[config.mk]
export PLATFORM = sky130hd
export DESIGN_NAME = fifo_rd_arbiter
export DESIGN_NICKNAME = d
export VERILOG_FILES = /design/src/rtl/fifo_rd_arbiter.sv
export SDC_FILE = /design/constraint.sdc
export NUM_CORES = 1
export LEC_CHECK = 0
export BUFFER_PORTS_ARGS = -buffer_cell sky130_fd_sc_hd__buf_2
export CORE_ASPECT_RATIO = 0.75
export CORE_UTILIZATION = 46
export DETAILED_ROUTE_END_ITERATION = 10
export MAX_ROUTING_LAYER = met4
export PLACE_DENSITY = 0.84
export SETUP_SLACK_MARGIN = 0.02
export SYNTH_ARGS = -nofsm -noshare
export SYNTH_HDL_FRONTEND = slang
export SYNTH_SLANG_ARGS = --single-unit
export TNS_END_PERCENT = 1
[constraint.sdc]
create_clock -name clk_r -period 2 [get_ports clk_r]
set_clock_uncertainty 0.2 [all_clocks]
set_input_delay 0.3 -clock clk_r [delete_from_list [all_inputs] [get_ports clk_r]]
set_output_delay 0.3 -clock clk_r [all_outputs]
set_load 0.05 [all_outputs]
[src/rtl/fifo_rd_arbiter.sv]
// ============================================================================
// fifo_rd_arbiter
// ----------------------------------------------------------------------------
// Shares the read port of one async FIFO (read side already in the clk_r
// domain) among NUM_REQ consumers. Consumers are served in round-robin order.
// Each grant allows a burst of up to MAX_BURST reads. Data for every read
// strobe comes back two cycles later, tagged with the consumer index.
//
// Parameters
//   DATA_WIDTH : width of the FIFO read data
//   NUM_REQ    : number of consumers (>= 2)
//   MAX_BURST  : maximum number of FIFO reads per grant
//
// Ports
//   clk_r        in   read-domain clock; all state changes on its rising edge
//   arst         in   asynchronous reset, active low
//   req_i        in   per-consumer read request, level sensitive
//   fifo_empty_i in   FIFO empty flag (clk_r domain)
//   fifo_rdata_i in   FIFO read data, valid in the cycle after a read strobe
//   fifo_re_o    out  FIFO read strobe (combinational in BURST)
//   gnt_o        out  one-hot registered grant, all zero when idle
//   rvalid_o     out  returned-data valid
//   rdata_o      out  returned data (zero when rvalid_o is low)
//   rid_o        out  consumer index owning rdata_o (zero when rvalid_o is low)
//
// FSM states
//   state | meaning
//   IDLE  | no grant; pick the next requester when the FIFO has data
//   BURST | one consumer granted; strobe reads while it requests and data
//         | is available, up to MAX_BURST reads
// ============================================================================
module fifo_rd_arbiter #(
    parameter int DATA_WIDTH = 32,
    parameter int NUM_REQ    = 4,
    parameter int MAX_BURST  = 4
) (
    input  logic                       clk_r,
    input  logic                       arst,
    input  logic [NUM_REQ-1:0]         req_i,
    input  logic                       fifo_empty_i,
    input  logic [DATA_WIDTH-1:0]      fifo_rdata_i,
    output logic                       fifo_re_o,
    output logic [NUM_REQ-1:0]         gnt_o,
    output logic                       rvalid_o,
    output logic [DATA_WIDTH-1:0]      rdata_o,
    output logic [$clog2(NUM_REQ)-1:0] rid_o
);

    localparam int IW = $clog2(NUM_REQ);
    localparam int CW = $clog2(MAX_BURST + 1);
    localparam logic [CW-1:0] MAX_CNT = CW'(MAX_BURST);
    localparam logic [IW-1:0] LAST_RST = IW'(NUM_REQ - 1);

    typedef enum logic {
        IDLE  = 1'b0,
        BURST = 1'b1
    } state_t;

    // ------------------------------------------------------------------
    // Arbitration state
    // ------------------------------------------------------------------
    state_t              state_q, state_d;
    logic [IW-1:0]       gidx_q, gidx_d;     // granted index, valid in BURST
    logic [NUM_REQ-1:0]  gnt_q, gnt_d;
    logic [IW-1:0]       last_q, last_d;     // round-robin pointer
    logic [CW-1:0]       cnt_q, cnt_d;       // reads issued in this burst

    // ------------------------------------------------------------------
    // Return pipeline: stage 1 carries the strobe and its owner while the
    // FIFO drives the data, stage 2 presents the captured word.
    // ------------------------------------------------------------------
    logic                  re_p1;
    logic [IW-1:0]         id_p1;
    logic                  rvalid_q;
    logic [DATA_WIDTH-1:0] rdata_q;
    logic [IW-1:0]         rid_q;

    // ------------------------------------------------------------------
    // Round-robin pick: first requester strictly after last_q, wrapping.
    // Offset NUM_REQ wraps back onto last_q itself, so the previous owner
    // is only chosen again when nobody else is requesting.
    // ------------------------------------------------------------------
    logic          sel_found;
    logic [IW-1:0] sel_idx;
    logic [IW-1:0] cand_idx;
    int            cand;

    always_comb begin
        sel_found = 1'b0;
        sel_idx   = '0;
        cand      = 0;
        cand_idx  = '0;
        for (int k = 1; k <= NUM_REQ; k++) begin
            cand     = (int'(last_q) + k) % NUM_REQ;
            cand_idx = IW'(cand);
            if (!sel_found && req_i[cand_idx]) begin
                sel_found = 1'b1;
                sel_idx   = cand_idx;
            end
        end
    end

    // ------------------------------------------------------------------
    // State register (process 1 of 3)
    // ------------------------------------------------------------------
    always_ff @(posedge clk_r or negedge arst) begin
        if (!arst) begin
            state_q <= IDLE;
            gidx_q  <= '0;
            gnt_q   <= '0;
            last_q  <= LAST_RST;
            cnt_q   <= '0;
        end else begin
            state_q <= state_d;
            gidx_q  <= gidx_d;
            gnt_q   <= gnt_d;
            last_q  <= last_d;
            cnt_q   <= cnt_d;
        end
    end

    // ------------------------------------------------------------------
    // Next-state logic (process 2 of 3)
    // ------------------------------------------------------------------
    always_comb begin
        state_d = state_q;
        gidx_d  = gidx_q;
        gnt_d   = gnt_q;
        last_d  = last_q;
        cnt_d   = cnt_q;

        case (state_q)
            IDLE: begin
                gnt_d = '0;
                if (sel_found && !fifo_empty_i) begin
                    state_d = BURST;
                    gidx_d  = sel_idx;
                    gnt_d   = NUM_REQ'(1) << sel_idx;
                    cnt_d   = '0;
                end
            end

            BURST: begin
                if (fifo_re_o) begin
                    cnt_d = cnt_q + CW'(1);
                end
                // Any cycle without a strobe closes the burst, as does the
                // last allowed read. Either way one IDLE cycle follows.
                if (!fifo_re_o || (cnt_q == MAX_CNT - CW'(1))) begin
                    state_d = IDLE;
                    last_d  = gidx_q;
                    gnt_d   = '0;
                    cnt_d   = '0;
                end
            end

            default: begin
                state_d = IDLE;
                gnt_d   = '0;
                cnt_d   = '0;
            end
        endcase
    end

    // ------------------------------------------------------------------
    // Outputs (process 3 of 3)
    // ------------------------------------------------------------------
    always_comb begin
        fifo_re_o = 1'b0;
        if (state_q == BURST) begin
            fifo_re_o = req_i[gidx_q] && !fifo_empty_i && (cnt_q < MAX_CNT);
        end
    end

    assign gnt_o = gnt_q;

    // ------------------------------------------------------------------
    // Return pipeline. Runs independently of the FSM so strobes issued at
    // the end of a burst still come back during IDLE or the next burst.
    // Reset flushes both stages, discarding any in-flight returns.
    // ------------------------------------------------------------------
    always_ff @(posedge clk_r or negedge arst) begin
        if (!arst) begin
            re_p1    <= 1'b0;
            id_p1    <= '0;
            rvalid_q <= 1'b0;
            rdata_q  <= '0;
            rid_q    <= '0;
        end else begin
            re_p1    <= fifo_re_o;
            id_p1    <= fifo_re_o ? gidx_q : '0;
            rvalid_q <= re_p1;
            rdata_q  <= re_p1 ? fifo_rdata_i : '0;
            rid_q    <= re_p1 ? id_p1 : '0;
        end
    end

    assign rvalid_o = rvalid_q;
    assign rdata_o  = rdata_q;
    assign rid_o    = rid_q;

endmodule

## Word-level counts from Yosys, hierarchy flattened

Cells that the tools add are included.

- Multipliers: 0
- Shift-type cells: 1
- $add $sub $neg: 5
- Bitwise operators: 1
- Magnitude comparators: 6
- Equality and inequality tests: 4
- Reductions and logical operators: 15
- Divide/modulo/power cells: 0
- Mux-type cells: 32

Operator list:

| cell | count |
|---|---|
| 32-bit two-way mux | 1 |
| 2-bit by 3-bit less-than comparator with 1-bit output (second input constant) | 5 |
| 1-bit two-way mux | 12 |
| 2-bit two-way mux | 6 |
| 1-bit binary-select mux with 2-bit select | 5 |
| 3-bit two-way mux | 3 |
| 4-bit two-way mux | 2 |
| 4-bit one-hot mux with 2 select lines | 1 |
| 1-bit logical AND | 6 |
| 3-bit one-hot mux with 2 select lines | 1 |
| 2-bit AND reduction | 3 |
| 1-bit logical NOT | 5 |
| 2-bit by 1-bit adder with 2-bit output (second input constant) | 2 |
| 2-bit adder (second input constant) | 2 |
| 1-bit by 2-bit << shifter with 4-bit output (first input constant) | 1 |
| 3-bit by 1-bit adder with 3-bit output (second input constant) | 1 |
| 3-bit by 2-bit equality test with 1-bit output (second input constant) | 1 |
| 3-bit less-than comparator (second input constant) | 1 |
| 3-bit by 2-bit != test with 1-bit output (second input constant) | 1 |
| 2-bit by 1-bit != test with 1-bit output (second input constant) | 1 |
| 2-bit != test (second input constant) | 1 |
| 1-bit one-hot mux with 2 select lines | 1 |
| 1-bit logical OR | 1 |
| 1-bit NOT | 1 |

- Logic and storage cells: 74
- Register bits: 50
- ROM bits: 0
- Latch bits: 0
- Bits in writable memories: 0
- Memories: 0

## Depth between registers and ports, before layout

Gate-level depths: netlist of run 1.

- Depth after elaboration: 16
- Mapped depth: 5
- Gate-level depth less buffers: 5

## Least setup slack after synthesis of run 1

No wires, ideal clock.

- Path kind: register to output
- From: reg gidx_q[0]
- To: out fifo_re_o
- Data arrival time: 1.243 ns
- Slack: 0.257 ns
- Cell stages (with the launch flop): 4
- Required time: 1.500 ns
- Cell sequence: dfrtp_1 mux4_2 nand2_2 inv_1

- Longest elaborated chain between the ends: 5

RTL lines:

| what | RTL line | RTL |
|---|---|---|
| start: declaration | 63 | `logic [IW-1:0] gidx_q, gidx_d;` |
| start signal: assignment | 115 | `gidx_q <= gidx_d;` |
| 1-bit binary-select mux with 2-bit select | 171 | `fifo_re_o = req_i[gidx_q] && !fifo_empty_i && (cnt_q < MAX_CNT);` |
| 1-bit two-way mux (implied by the code) | 171 |  |
| 1-bit logical AND (2 in series) | 171 |  |
| 1-bit two-way mux | 170 | `if (state_q == BURST) begin` |
| end: declaration | 42 | `output logic fifo_re_o,` |

Every way passes these cells. The select of a mux whose other input is x is not followed.

## Worst setup path after layout of run 1

Ends and elaborated chain as after synthesis.

==> results_dict.tcl, run 1 <==
set metrics [dict create \
    htree_levels 2 \
    first_pass_iters 4 \
    status "completed" \
    start_kind "flip-flop" \
    design.die.area_mm2 0.00424 \
    grt_overflow 0 \
    antenna_found_initial 0 \
    hold_class "in2reg" \
    grt_usage_pct 19.5 \
    syn2layout_area_growth_pct 38.1 \
    p_leak_nw 1.41 \
    fin_crit_sh_pct 98.6 \
    fin_util_pct 67.7 \
    antenna_cells 0 \
    synth_mux_area_share_pct 4.78 \
    start_util_pct 49.0 \
    ioPinCount 79 \
    grt_pass1_vias 1254 \
    rsz0062_at_grt "true" \
    critical_path_class "reg2out" \
    die_h_um 56.6 \
    synth-xor-area-share_pct 0 \
    cts-buffers-inserted 5 \
    syn_area_mm2 0.00183 \
    dp.final_hpwl_um 2570 \
    setup_viol 0 \
    tritoncts "yes" \
    synth-simple-area-share_pct 17.1 \
    end_kind "output pin" \
    drt_iter0_drc 101 \
    wl_per_cell_um 12.4 \
    yosysWarnings 0 \
    layout-drive-gt1-share_pct 47.1 \
    drt-total-wl_um 3460 \
    crit_chain "mux4_2 > nand2_2 > inv_2 > buf_6" \
    synth_nets 175 \
    synth_fa_ha_area_share_pct 1.37 \
    finalPower_w 0.00296 \
    place_congestion 0.897 \
    clock_sinks 50 \
    dieWidth_um 74.8 \
    ys_seq_area_share_pct 68.5 \
    grt_start_max_net_pins 36 \
    drc_errors 0 \
    core_mm2 0.00373 \
    min_period_ns 1.97 \
    drv_cap 0 \
    slew_violations 0 \
    clockBufferDepth 2 \
    tightest_slew_ns 0.691 \
    fill_cells 281 \
    root_buffer "clkbuf_8" \
    crit_arrival_ns 1.47 \
    std_cell_rows 19 \
    num_vias 1293 \
    avgSynthCellArea_um2 13.7 \
    synth_cell_type_count 27 \
    port_buffers 78 \
    cp_slowest_cell "mux4_2" \
    nets 267 \
    timing.final.hold_violations 0 \
    insertion_delay_ns 0.29 \
    slowest_delay_ns 0.52 \
    synth_compound_area_share_pct 6.84 \
    ant_nets 0 \
    path_max_fanout 2 \
    grt_first_pass_wirelength_um 5840 \
    clkSlewWorstSetupHoldPaths_ns 0.09 \
    p_per_area_mw_per_mm2 1170 \
    worstPathRequired_ns 1.50 \
    max_clock_freq_mhz 507 \
    synth_cells 134 \
    synth_top_family_by_area "simple AND/OR/NAND/NOR gates" \
    peakVddDrop_v 0.000762 \
    synth_seq_cells 50 \
    via_per_inst 4.63 \
    relSlewSlack_pct 53.9 \
]
-- final cells by class --
cell class | count | area, µm² | share of cell area (%)
clock buffer | 6 | 82.6 | 3.27
inverter | 4 | 15.0 | 0.594
tap | 52 | 65.1 | 2.57
multi-input combinational | 77 | 556 | 22.0
timing repair buffer | 88 | 494 | 19.6
sequential | 50 | 1250 | 49.7
clock inverter | 2 | 60.1 | 2.38
-- power by group --
group | total (W) | leakage [nW] | internal [W] | switching, W
sequential | 0.00128 | 0.676 | 0.00117 | 0.000110
combinational | 0.000840 | 0.667 | 0.000309 | 0.000531
clock | 0.000840 | 0.0714 | 0.000533 | 0.000307
-- stage by stage --
| stage | cell area [µm²] | setup TNS [ns] | cells | hold WS, ns | worst slack [ns] |
|---|---|---|---|---|---|
| floorplan | 1830 | 0 | 134 | -0.196 | 0.257 |
| global placement | 2300 | 0 | 263 | 0.0441 | 0.174 |
| detailed placement | 2300 | 0 | 263 | 0.0502 | 0.120 |
| CTS | 2480 | 0 | 275 | 0.00224 | 0.0204 |
| global route | 2530 | -0.0431 | 279 | 0.00218 | -0.0431 |
| finish | 2530 | 0 | 279 | 0.00933 | 0.0282 |
-- cell families after synthesis --
kind of cell               count (synthesis)
AOI/OAI and AO/OA                         16
adders and majority gates                  2
DFF                                       50
buffers and inverters                      7
and+or+nand+nor                           52
muxes                                      7
-- registers in the layout, summed over array words and instances (netlist names) --
signal	count
last_q	2
id_p1	2
gidx_q	2
rid_o	2
gnt_o	4
cnt_q	3
state_q	1
re_p1	1
rdata_o	32
rvalid_o	1
-- synthesized netlist by cell type, drive strengths merged --
cell type,instances,share of area [%]
mux2,4,2.5
mux4,1,1.2
a211o,1,0.48
or2,1,0.34
a21boi,1,0.62
o21a,1,0.41
inv,4,0.82
nor2,6,1.6
nor3b,2,0.82
and2,34,12
mux2i,2,1.1
nor3,1,0.27
clkbuf,3,0.62
or2b,1,0.41
dfstp,2,2.9
o21ai,1,0.27
ha,2,1.4
a211oi,3,1.2
nand2,4,0.96
dfrtp,48,66
o2bb2ai,4,1.9
and3,1,0.34
nand2b,2,0.68
a22o,2,1.1
a21oi,3,0.82
-- timing repair --
item / in CTS / in global routing
setup endpoints to repair: 1 / 1
hold buffers: 1 / 3
buffers inserted: 3 / 1
pin swaps: 0 / 0
endpoints found under the hold margin: 14 / 3
gates resized for setup: 4 / 1
-- worst max-delay path, delay by kind of cell, from the launching register on --
family	cells	cell delay, ns
multiplexers	1	0.52
buffers and inverters	2	0.18
AND/OR/NAND/NOR	1	0.09
flip-flops	1	0.38
-- worst paths after layout --
check,slack [ns],cells past startpoint,from,to
min in group asynchronous,0.25,2,arst,rid_o[0]
worst min-delay path,0.009,2,fifo_rdata_i[22],rdata_o[22]
worst max-delay path,0.03,4,gidx_q[0],fifo_re_o
worst min register to register,0.26,1,id_p1[0],rid_o[0]
max in group asynchronous,0.85,3,arst,rdata_o[14]
worst max register to register,0.15,4,gidx_q[0],last_q[0]
-- layout by cell type, fill, tap and decap left out, types with 4 or more instances in the layout --
cell type       n
buf_4           5
clkbuf_8        6
o2bb2ai_1       4
and2_1         34
dlygate4sd3_1   4
dfrtp_1        47
nor2_1          5
mux2_2          4
buf_2          77
-- layer usage --
metal  share of wire [%]  wire (µm)  vias up  global-route usage, %
met3                 5.5        190        5                   5.57
met1                  45       1570      611                   25.3
met4                 1.3         46        0                   6.47
met2                  48       1660       49                   29.6
met5                   0          0        -                      -
li1                    -          -      628                      -
No activity file was read; power rests on OpenSTA's default activity.
==> run 2, diff against run 1 <==
--- a/config.mk
+++ b/config.mk
@@ -5,7 +5,7 @@
 export SDC_FILE = /design/constraint.sdc
 export NUM_CORES = 1
 export LEC_CHECK = 0
-export BUFFER_PORTS_ARGS = -buffer_cell sky130_fd_sc_hd__buf_2
+export BUFFER_PORTS_ARGS = -buffer_cell sky130_fd_sc_hd__clkbuf_2
 export CORE_ASPECT_RATIO = 0.75
 export CORE_UTILIZATION = 46
 export DETAILED_ROUTE_END_ITERATION = 10
==> results_dict.tcl, run 2 (synthesized netlist as in run 1, its figures left out) <==
set metrics [dict create \
    status "completed" \
    start_util_pct 49.0 \
    grt_first_pass_wirelength_um 5510 \
    start_kind "flip-flop" \
    worstPathRequired_ns 1.50 \
    port_buffers 78 \
    pwr-share-comb_pct 31.1 \
    timing.final.hold_violations 0 \
    relSlewSlack_pct 52.3 \
    peakVddDrop_v 0.000490 \
    fin_tns_setup_ns 0 \
    place_congestion 0.866 \
    drt-total-wl_um 3270 \
    whs_ns 0.0173 \
    layout_setup_ws_ns 0.0462 \
    antenna_found_initial 0 \
    final_common_cell "clkbuf_2" \
    drt_iter0_drc 22 \
    internal_power_w 0.00170 \
    die_h_um 56.6 \
    via_per_inst 4.54 \
    insertion_delay_ns 0.28 \
    dieWidth_um 74.8 \
    fill_cells 308 \
    drc_errors 0 \
    setup_viol 0 \
    crit_arrival_ns 1.45 \
    layout_common_cells "77 x clkbuf_2, 47 x dfrtp_1, 34 x and2_1" \
    cts-buffers-inserted 5 \
    pwr-share-clk_pct 20.0 \
    std_cell_rows 19 \
    place_ws_ns 0.0917 \
    grt_start_max_net_pins 36 \
    syn2layout_area_growth_pct 32.9 \
    grt_usage_pct 18.2 \
    p_leak_nw 1.35 \
    p_sw_w 0.000928 \
    htree_levels 2 \
    layout-drive-gt1-share_pct 47.1 \
    antenna_cells 0 \
    design.die.area_mm2 0.00424 \
    clock_sinks 50 \
    power_frac_seq_pct 48.9 \
    hold_class "in2reg" \
    grt_overflow 0 \
    end_kind "output pin" \
    nets 264 \
    wl_per_cell_um 11.9 \
    root_buffer "clkbuf_8" \
    clockBufferDepth 2 \
    p_per_area_mw_per_mm2 1080 \
    path_max_fanout 2 \
    num_vias 1249 \
    rsz0062_at_grt "true" \
    min_period_ns 1.95 \
    drv_cap 0 \
    slew_violations 0 \
    max_clock_freq_mhz 512 \
    largest_reg_flops 32 \
    grt_pass1_vias 1240 \
    ant_nets 0 \
    core_mm2 0.00373 \
    critical_path_class "reg2out" \
    first_pass_iters 4 \
    dp.final_hpwl_um 2510 \
    ioPinCount 79 \
    swShare_pct 35.3 \
    tightest_slew_ns 0.716 \
    fin_crit_sh_pct 97.7 \
    tritoncts "yes" \
    clkSlewWorstSetupHoldPaths_ns 0.08 \
]
run 2: path summary, 6_finish.rpt:
| path | endpoint | slack (ns) | startpoint | cells after the start |
|---|---|---|---|---|
| min in group asynchronous | rid_o[0] | 0.28 | arst | 2 |
| setup / recovery | fifo_re_o | 0.05 | gidx_q[0] | 4 |
| setup reg to reg | last_q[0] | 0.19 | gidx_q[0] | 4 |
| hold / removal | rdata_o[1] | 0.02 | fifo_rdata_i[1] | 2 |
| max in group asynchronous | rdata_o[14] | 0.80 | arst | 3 |
| hold reg to reg | rid_o[0] | 0.26 | id_p1[0] | 1 |
run 2: stage by stage:
stage / cells / util (%) / cell area (µm²) / total power [W]
global placement: 263 / 61.7 / 2300 / 0.00206
global route: 275 / 65.2 / 2430 / 0.00279
CTS: 274 / 64.9 / 2420 / 0.00265
floorplan: 134 / - / 1830 / 0.00185
finish: 275 / 65.2 / 2430 / 0.00263
detailed placement: 263 / 61.7 / 2300 / 0.00208
run 2: power groups by stage:
stage	clock network [W]	logic, W	registers (W)
floorplan	0	0.000286	0.00156
global placement	0	0.000755	0.00130
detailed placement	0	0.000761	0.00131
CTS	0.000544	0.000816	0.00129
global route	0.000597	0.000876	0.00131
finish	0.000524	0.000817	0.00129
run 2: area by class of cell:
type	count	area [µm²]	share of cell area, %
Clock inverter	2	10.0	0.412
Clock buffer	5	68.8	2.83
Tap cell	52	65.1	2.67
Multi-Input combinational cell	77	551	22.6
Inverter	4	15.0	0.617
Sequential cell	50	1250	51.6
Timing Repair Buffer	85	468	19.2
run 2: worst max-delay path: stages (launching register included):
cell,delay [ns]
dfrtp_2,0.37
mux4_2,0.52
nand2_2,0.09
inv_2,0.05
buf_8,0.14
run 2: timing repair:
action | in CTS | in global routing
buffers inserted | 3 | 1
hold buffers | 1 | 0
gates resized for setup | 4 | 1
endpoints found under the hold margin | 14 | 0
endpoints found under the setup margin | 1 | 1
run 2: routing by layer:
metal | vias up | GRT usage [%] | share of wire (%)
li1 | 621 | - | -
met1 | 584 | 21.6 | 44
met2 | 42 | 29.3 | 50
met3 | 2 | 5.75 | 4.9
met4 | 0 | 6.20 | 0.67
met5 | - | - | 0
